File: config.mk
export PLATFORM = sky130hd
export DESIGN_NAME = tcp_tx_arbiter
export DESIGN_NICKNAME = d
export VERILOG_FILES = /design/src/rtl/tcp_tx_arbiter.sv
export SDC_FILE = /design/constraint.sdc
export NUM_CORES = 1
export LEC_CHECK = 0
export CORE_ASPECT_RATIO = 1.4
export CORE_MARGIN = 10
export CORE_UTILIZATION = 40
export CTS_BUF_LIST = sky130_fd_sc_hd__clkbuf_4 sky130_fd_sc_hd__clkbuf_8
export DETAILED_ROUTE_END_ITERATION = 6
export PLACE_DENSITY = 0.75
export SETUP_SLACK_MARGIN = 0.02
export SLEW_MARGIN = 20
export SYNTH_ARGS = -nofsm -noshare
export SYNTH_HDL_FRONTEND = slang
export SYNTH_SLANG_ARGS = --single-unit
File: constraint.sdc
create_clock -name CLK -period 4.9 [get_ports CLK]
set_clock_uncertainty 0.15 [all_clocks]
set_input_delay 1.47 -clock CLK [delete_from_list [all_inputs] [get_ports CLK]]
set_output_delay 1.47 -clock CLK [all_outputs]
set_load 0.03 [all_outputs]
File: src/rtl/tcp_tx_arbiter.sv
// tcp_tx_arbiter: round-robin frame scheduler feeding the SiTCP TCP TX byte
// stream from up to eight FWFT sources. Each granted frame is sent as a 3-byte
// header (sync, source id, length-1) followed by len+1 payload bytes.
//
// Source handshake: SRC_VALID[i] means SRC_DATA[i] holds a byte. A byte moves
// in the cycle where SRC_VALID[id] and SRC_RD[id] are both high. SRC_RD is
// raised only for the granted source in PAYLOAD, only when TCP_TX_FULL is low,
// the connection is open and RST is low. The source advances on the next edge.
module tcp_tx_arbiter #(
   parameter int         N_SRC    = 4,
   parameter logic [7:0] HDR_SYNC = 8'hA5
) (
   input  logic               CLK,
   input  logic               RST,
   input  logic               TCP_OPEN_ACK,
   input  logic               TCP_TX_FULL,
   output logic               TCP_TX_WR,
   output logic [7:0]         TCP_TX_DATA,
   input  logic [N_SRC-1:0]   SRC_REQ,
   input  logic [8*N_SRC-1:0] SRC_LEN,
   input  logic [N_SRC-1:0]   SRC_VALID,
   input  logic [8*N_SRC-1:0] SRC_DATA,
   output logic [N_SRC-1:0]   SRC_RD,
   output logic [N_SRC-1:0]   GRANT,
   output logic               BUSY,
   output logic               FRAME_DONE,
   output logic [15:0]        FRAME_CNT,
   output logic [15:0]        ABORT_CNT,
   output logic [2:0]         DBG_STATE
);

   typedef enum logic [2:0] {
      IDLE    = 3'd0,
      HDR0    = 3'd1,
      HDR1    = 3'd2,
      HDR2    = 3'd3,
      PAYLOAD = 3'd4
   } state_t;

   localparam logic [2:0] LAST_ID = 3'(N_SRC - 1);

   state_t             state, state_nxt;
   logic [2:0]         id_q, id_nxt;
   logic [2:0]         rr_ptr, rr_nxt;
   logic [7:0]         len_q, len_nxt;
   logic [8:0]         cnt_q, cnt_nxt;
   logic [N_SRC-1:0]   grant_nxt;
   logic [N_SRC-1:0]   rd_comb;
   logic               wr_nxt;
   logic [7:0]         data_nxt;
   logic               done_nxt;
   logic [15:0]        fcnt_nxt, acnt_nxt;

   logic               pick_found;
   logic [2:0]         pick_id;
   logic [7:0]         pick_len;
   logic               cur_valid;
   logic [7:0]         cur_data;

   // Round-robin pick: first requester at or above rr_ptr, else the first below it.
   always_comb begin
      pick_found = 1'b0;
      pick_id    = 3'd0;
      for (int m = 0; m < N_SRC; m++) begin
         if (!pick_found && SRC_REQ[m] && (3'(m) >= rr_ptr)) begin
            pick_found = 1'b1;
            pick_id    = 3'(m);
         end
      end
      for (int m = 0; m < N_SRC; m++) begin
         if (!pick_found && SRC_REQ[m] && (3'(m) < rr_ptr)) begin
            pick_found = 1'b1;
            pick_id    = 3'(m);
         end
      end
   end

   // Select the picked source's length and the granted source's FWFT byte.
   always_comb begin
      pick_len  = 8'h00;
      cur_valid = 1'b0;
      cur_data  = 8'h00;
      for (int k = 0; k < N_SRC; k++) begin
         if (3'(k) == pick_id) begin
            pick_len = SRC_LEN[8*k +: 8];
         end
         if (3'(k) == id_q) begin
            cur_valid = SRC_VALID[k];
            cur_data  = SRC_DATA[8*k +: 8];
         end
      end
   end

   // Next-state and next-output logic; connection loss overrides every active state.
   always_comb begin
      state_nxt = state;
      id_nxt    = id_q;
      len_nxt   = len_q;
      cnt_nxt   = cnt_q;
      rr_nxt    = rr_ptr;
      grant_nxt = GRANT;
      wr_nxt    = 1'b0;
      data_nxt  = TCP_TX_DATA;
      done_nxt  = 1'b0;
      rd_comb   = '0;
      fcnt_nxt  = FRAME_CNT;
      acnt_nxt  = ABORT_CNT;
      if ((state != IDLE) && !TCP_OPEN_ACK) begin
         state_nxt = IDLE;
         grant_nxt = '0;
         acnt_nxt  = ABORT_CNT + 16'd1;
      end else begin
         case (state)
            IDLE: begin
               if (TCP_OPEN_ACK && pick_found) begin
                  id_nxt  = pick_id;
                  len_nxt = pick_len;
                  cnt_nxt = {1'b0, pick_len} + 9'd1;
                  for (int k = 0; k < N_SRC; k++) begin
                     grant_nxt[k] = (3'(k) == pick_id);
                  end
                  rr_nxt    = (pick_id == LAST_ID) ? 3'd0 : pick_id + 3'd1;
                  state_nxt = HDR0;
               end
            end
            HDR0: begin
               if (!TCP_TX_FULL) begin
                  wr_nxt    = 1'b1;
                  data_nxt  = HDR_SYNC;
                  state_nxt = HDR1;
               end
            end
            HDR1: begin
               if (!TCP_TX_FULL) begin
                  wr_nxt    = 1'b1;
                  data_nxt  = {5'b00000, id_q};
                  state_nxt = HDR2;
               end
            end
            HDR2: begin
               if (!TCP_TX_FULL) begin
                  wr_nxt    = 1'b1;
                  data_nxt  = len_q;
                  state_nxt = PAYLOAD;
               end
            end
            PAYLOAD: begin
               if (!TCP_TX_FULL && cur_valid) begin
                  for (int k = 0; k < N_SRC; k++) begin
                     rd_comb[k] = (3'(k) == id_q);
                  end
                  wr_nxt   = 1'b1;
                  data_nxt = cur_data;
                  cnt_nxt  = cnt_q - 9'd1;
                  if (cnt_q == 9'd1) begin
                     state_nxt = IDLE;
                     done_nxt  = 1'b1;
                     fcnt_nxt  = FRAME_CNT + 16'd1;
                     grant_nxt = '0;
                  end
               end
            end
            default: begin
               state_nxt = IDLE;
            end
         endcase
      end
   end

   // A pop during reset would lose a byte that is never written, so RST masks it.
   assign SRC_RD    = RST ? '0 : rd_comb;
   assign BUSY      = (state != IDLE);
   assign DBG_STATE = state;

   // State register and registered outputs; synchronous reset clears everything.
   always_ff @(posedge CLK) begin
      if (RST) begin
         state       <= IDLE;
         id_q        <= 3'd0;
         len_q       <= 8'h00;
         cnt_q       <= 9'd0;
         rr_ptr      <= 3'd0;
         GRANT       <= '0;
         TCP_TX_WR   <= 1'b0;
         TCP_TX_DATA <= 8'h00;
         FRAME_DONE  <= 1'b0;
         FRAME_CNT   <= 16'd0;
         ABORT_CNT   <= 16'd0;
      end else begin
         state       <= state_nxt;
         id_q        <= id_nxt;
         len_q       <= len_nxt;
         cnt_q       <= cnt_nxt;
         rr_ptr      <= rr_nxt;
         GRANT       <= grant_nxt;
         TCP_TX_WR   <= wr_nxt;
         TCP_TX_DATA <= data_nxt;
         FRAME_DONE  <= done_nxt;
         FRAME_CNT   <= fcnt_nxt;
         ABORT_CNT   <= acnt_nxt;
      end
   end

endmodule

==> impl_results.rst <==
.. list-table::
   :header-rows: 1

   * - Metric
     - Value
   * - Clock latency on the worst-skew pair
     - 0.35 ns
   * - Final WL
     - around 13000 um
   * - Post-CTS Setup Bufs
     - 0
   * - Reg clk slew, reported paths
     - 0.08 ns
   * - DR iter-0 viols
     - 168
   * - CTS H-tree depth
     - 3
   * - Arrival time worst endpoint
     - 3.18 ns
   * - Synthesis-stage register bit count
     - 70
   * - Final period util
     - 98.1%
   * - Post-synthesis instance area
     - 4040 um^2
   * - Share of synthesized area spent on multiplexers
     - 7.58%
   * - Setup crit start kind
     - input port
   * - Crit Path Max Fanout
     - 7
   * - GRT Total Usage
     - 17.3%
   * - CTS hold repair buffers
     - 0
   * - Proportion of register bits with asynchronous set or reset after synthesis
     - 0%
   * - Commonest register cell after synthesis
     - dfxtp_1
   * - Starting Density
     - between 40% and 50%
   * - Result of the run
     - finished clean
   * - Post-Place Worst Slack
     - 0.0295 ns
   * - Count of flip-flops with a built-in enable after synthesis
     - 0
   * - Post-Layout Inst Area
     - 5700 um^2
   * - Number of distinct library cells after synthesis
     - 66
   * - Die width
     - 105 um
   * - # nets final
     - about 700
   * - Detailed-route DRC error count
     - 0
   * - Vias in the first global route
     - slightly above 4000
   * - # resized after CTS
     - 0
   * - CTS tree
     - done
   * - DRT antenna net count
     - 0
   * - Placed wire-length estimate
     - 10300 um
   * - Fill cells
     - a little over 900
   * - Unrepaired setup endpoints after global routing
     - no
   * - Main combinational cell family by area after synthesis
     - simple AND/OR/NAND/NOR gates
   * - Minimum clock period
     - between 4 and 5 ns
   * - Number of antenna violations at the first check in global routing
     - 0
   * - Final worst setup slack
     - ~0.095 ns
   * - XOR/XNOR Fraction of Synth Area
     - under 10%
   * - First-pass iteration count of the detailed router
     - 4
   * - Area growth from synthesis to final layout
     - 41.1%
   * - Mean instance size in the synthesized netlist
     - 8.32 um^2
   * - Post-Synthesis Cells
     - 486
   * - Number of primary I/O pins
     - 130
   * - Routed vias
     - 4048
   * - Average wire per cell in the routed design
     - 17.3 um
   * - Adder-Cell Fraction of Synth Area
     - 2.78%
   * - Maximum operating frequency
     - 208 MHz
   * - Max-slew violation total from the final report
     - 0
   * - Setup-failing EPs final
     - 0
   * - Relative slew slack
     - 47.5%
   * - Worst IR Drop VDD
     - approximately 220 uV
   * - Start-to-end type of the worst setup path
     - in2out
   * - Cell area reported after detailed placement
     - ~5500 um^2
   * - Accumulated negative setup slack
     - 0 ns
   * - Slew at the pin closest to its max-slew limit
     - 0.786 ns
   * - Number of clock buffers inserted by TritonCTS
     - 9
   * - Critical path data required time
     - 3.28 ns
   * - Overflow after GRT
     - 0
   * - Sequential-to-total area share from yosys stat
     - between 30% and 40%
   * - Layout cells sized above 1
     - approximately 11%
   * - Number of I/O port buffers
     - 129
   * - Standby leakage power
     - 0.00202 uW
   * - Syn_nets
     - approximately 570
   * - Clock tree sinks
     - 70
   * - Largest net degree at the start of global routing
     - 64
   * - Simple logic cell fraction of the synthesized area
     - 27.6%
   * - Floorplan row count
     - 43
   * - Finished Core Util
     - between 50% and 60%
   * - First-pass GRT wire length
     - 20600 um
   * - Number of warnings reported in the yosys synthesis log
     - 0
   * - Min Hold Slack
     - 0.315 ns
   * - Detailed-route vias per instance
     - 5.33
   * - Gpl congestion
     - 0.912
   * - Endpoints failing hold
     - 0
   * - Area of the die
     - between 10000 and 15000 um^2
   * - Core ar.
     - 9900 um^2
   * - Inserted Diodes
     - 0
   * - Max Buffers Root-to-Sink
     - 2
   * - Max Cap Violations
     - 0
   * - Class of the tightest hold or removal check
     - reg2reg
   * - Complex-gate fraction of the synthesized area
     - 16.4%
   * - Die Span Y
     - 139 um
   * - Total power density per cell area
     - 299 nW/um^2
   * - Master cell of the clock root buffer
     - clkbuf_8
   * - Type of destination of the critical path
     - output pin
[stage by stage]
| stage | instances | power, uW |
|---|---|---|
| 3_3_place_gp | 743 | 1230 |
| 4_1_cts | 759 | 1710 |
| 3_5_place_dp | 743 | 1240 |
| 5_1_grt | 759 | 1800 |
| 2_1_floorplan | 486 | 1020 |
| 6_report | 759 | 1710 |
[cells in the final DEF (no fill, tap or decap), types with 3 or more instances in the layout]
master	n
a21oi_1	38
nand2_1	57
mux2i_1	7
a31oi_1	4
xor2_1	22
o22ai_1	4
nand4_1	10
nor3_1	17
dfxtp_1	70
and2_1	3
mux2_2	3
a221oi_1	3
or3b_1	3
nand3_1	17
nor4_1	3
or2_2	3
ha_1	9
nand2b_1	3
nor3b_1	5
a211oi_1	8
a22oi_1	3
clkbuf_8	9
nand3b_1	3
and3_1	7
buf_4	22
or3_1	9
xnor2_1	9
inv_1	14
nor2_1	64
mux4_2	9
o21ai_0	14
clkdlybuf4s50_1	124
nor2b_1	3
[final timing paths]
kind / start / to / slack [ns] / depth (start not counted)
worst max-delay path: TCP_OPEN_ACK / SRC_RD[1] / 0.1 / 6
worst min-delay path: len_q[5]$_SDFFE_PP0P_ / len_q[5]$_SDFFE_PP0P_ / 0.32 / 2
worst max register to register: rr_ptr[1]$_SDFFE_PP0P_ / cnt_q[8]$_SDFFE_PP0P_ / 1.62 / 12
worst min register to register: len_q[5]$_SDFFE_PP0P_ / len_q[5]$_SDFFE_PP0P_ / 0.32 / 2
[flip-flops by register name, indices dropped and copies added (netlist names)]
signal / cells
FRAME_CNT: 16
GRANT: 4
id_q: 2
TCP_TX_DATA: 8
rr_ptr: 2
DBG_STATE: 3
FRAME_DONE: 1
len_q: 8
ABORT_CNT: 16
TCP_TX_WR: 1
cnt_q: 9
[logic make-up (layout without fill, tap and decap cells)]
family / Yosys count / in the layout
buffers and inverters: 39 / 177
AOI/OAI and AO/OA: 96 / 96
DFF: 70 / 70
and+or+nand+nor: 222 / 222
xor gates and xnor gates: 31 / 31
adders and majority gates: 9 / 9
muxes: 19 / 19
[cell type report]
type	instances	area (um^2)	share of cell area (%)
multi-input combinational	377	2470	43.4
timing repair buffer	147	1410	24.7
sequential	70	1400	24.6
tap	135	169	2.96
clock buffer	9	124	2.17
clock inverter	7	72.6	1.27
inverter	14	52.6	0.921
[cell usage after synthesis (2+ instances only)]
| master | number | area, um^2 |
|---|---|---|
| mux4_2 | 9 | 203 |
| o21ai_0 | 14 | 70.1 |
| a221oi_1 | 3 | 26.3 |
| nand3b_1 | 3 | 22.5 |
| and4_1 | 2 | 17.5 |
| dfxtp_1 | 70 | 1400 |
| nor2_2 | 2 | 12.5 |
| nand2b_1 | 3 | 18.8 |
| buf_2 | 4 | 20.0 |
| clkbuf_1 | 14 | 52.6 |
| xor2_1 | 22 | 193 |
| nor2_1 | 64 | 240 |
| nand2_1 | 57 | 214 |
| mux2i_1 | 7 | 70.1 |
| nand4_1 | 10 | 62.6 |
| nand3_1 | 17 | 85.1 |
| nor4_1 | 3 | 18.8 |
| buf_1 | 2 | 7.51 |
| and2_1 | 3 | 18.8 |
| or3b_1 | 3 | 26.3 |
| o22ai_1 | 4 | 25.0 |
| or3_1 | 9 | 56.3 |
| ha_1 | 9 | 113 |
| a211oi_1 | 8 | 60.1 |
| mux2_2 | 3 | 33.8 |
| a221o_1 | 2 | 20.0 |
| a31oi_1 | 4 | 25.0 |
| or4_1 | 2 | 15.0 |
| o221ai_1 | 2 | 17.5 |
| a21oi_1 | 38 | 190 |
| or2_2 | 3 | 18.8 |
| a22oi_1 | 3 | 22.5 |
| buf_4 | 4 | 30.0 |
| nor3_1 | 17 | 85.1 |
| nor2b_1 | 3 | 18.8 |
| and3_1 | 7 | 43.8 |
| inv_1 | 14 | 52.6 |
| nor3b_1 | 6 | 45.0 |
| xnor2_1 | 9 | 78.8 |
[where the power goes]
part | internal (uW) | switching, uW | total [uW] | leakage [uW]
Combinational | 268 | 309 | 576 | 0.00135
Clock | 236 | 233 | 468 | 0.0000956
Sequential | 611 | 51.3 | 662 | 0.000568
Total | 1110 | 593 | 1710 | 0.00202
[layer usage]
metal / vias up / global-route usage, % / wire length, um / part of all wire (%)
met2: 118 / 31.3 / 7010 / 53
met3: 25 / 4.79 / 805 / 6.1
li1: 2009 / - / - / -
met5: - / 0 / 0 / 0
met4: 0 / 6.74 / 337 / 2.6
met1: 1896 / 18.5 / 5010 / 38
[worst max-delay path: stages]
cell and delay, ns:
clkdlybuf4s50_1 0.52, a21oi_2 0.06, or2_2 0.35, or3_1 0.42
nor3b_2 0.19, buf_4 0.18
No activity file was read; power rests on OpenSTA's default activity.
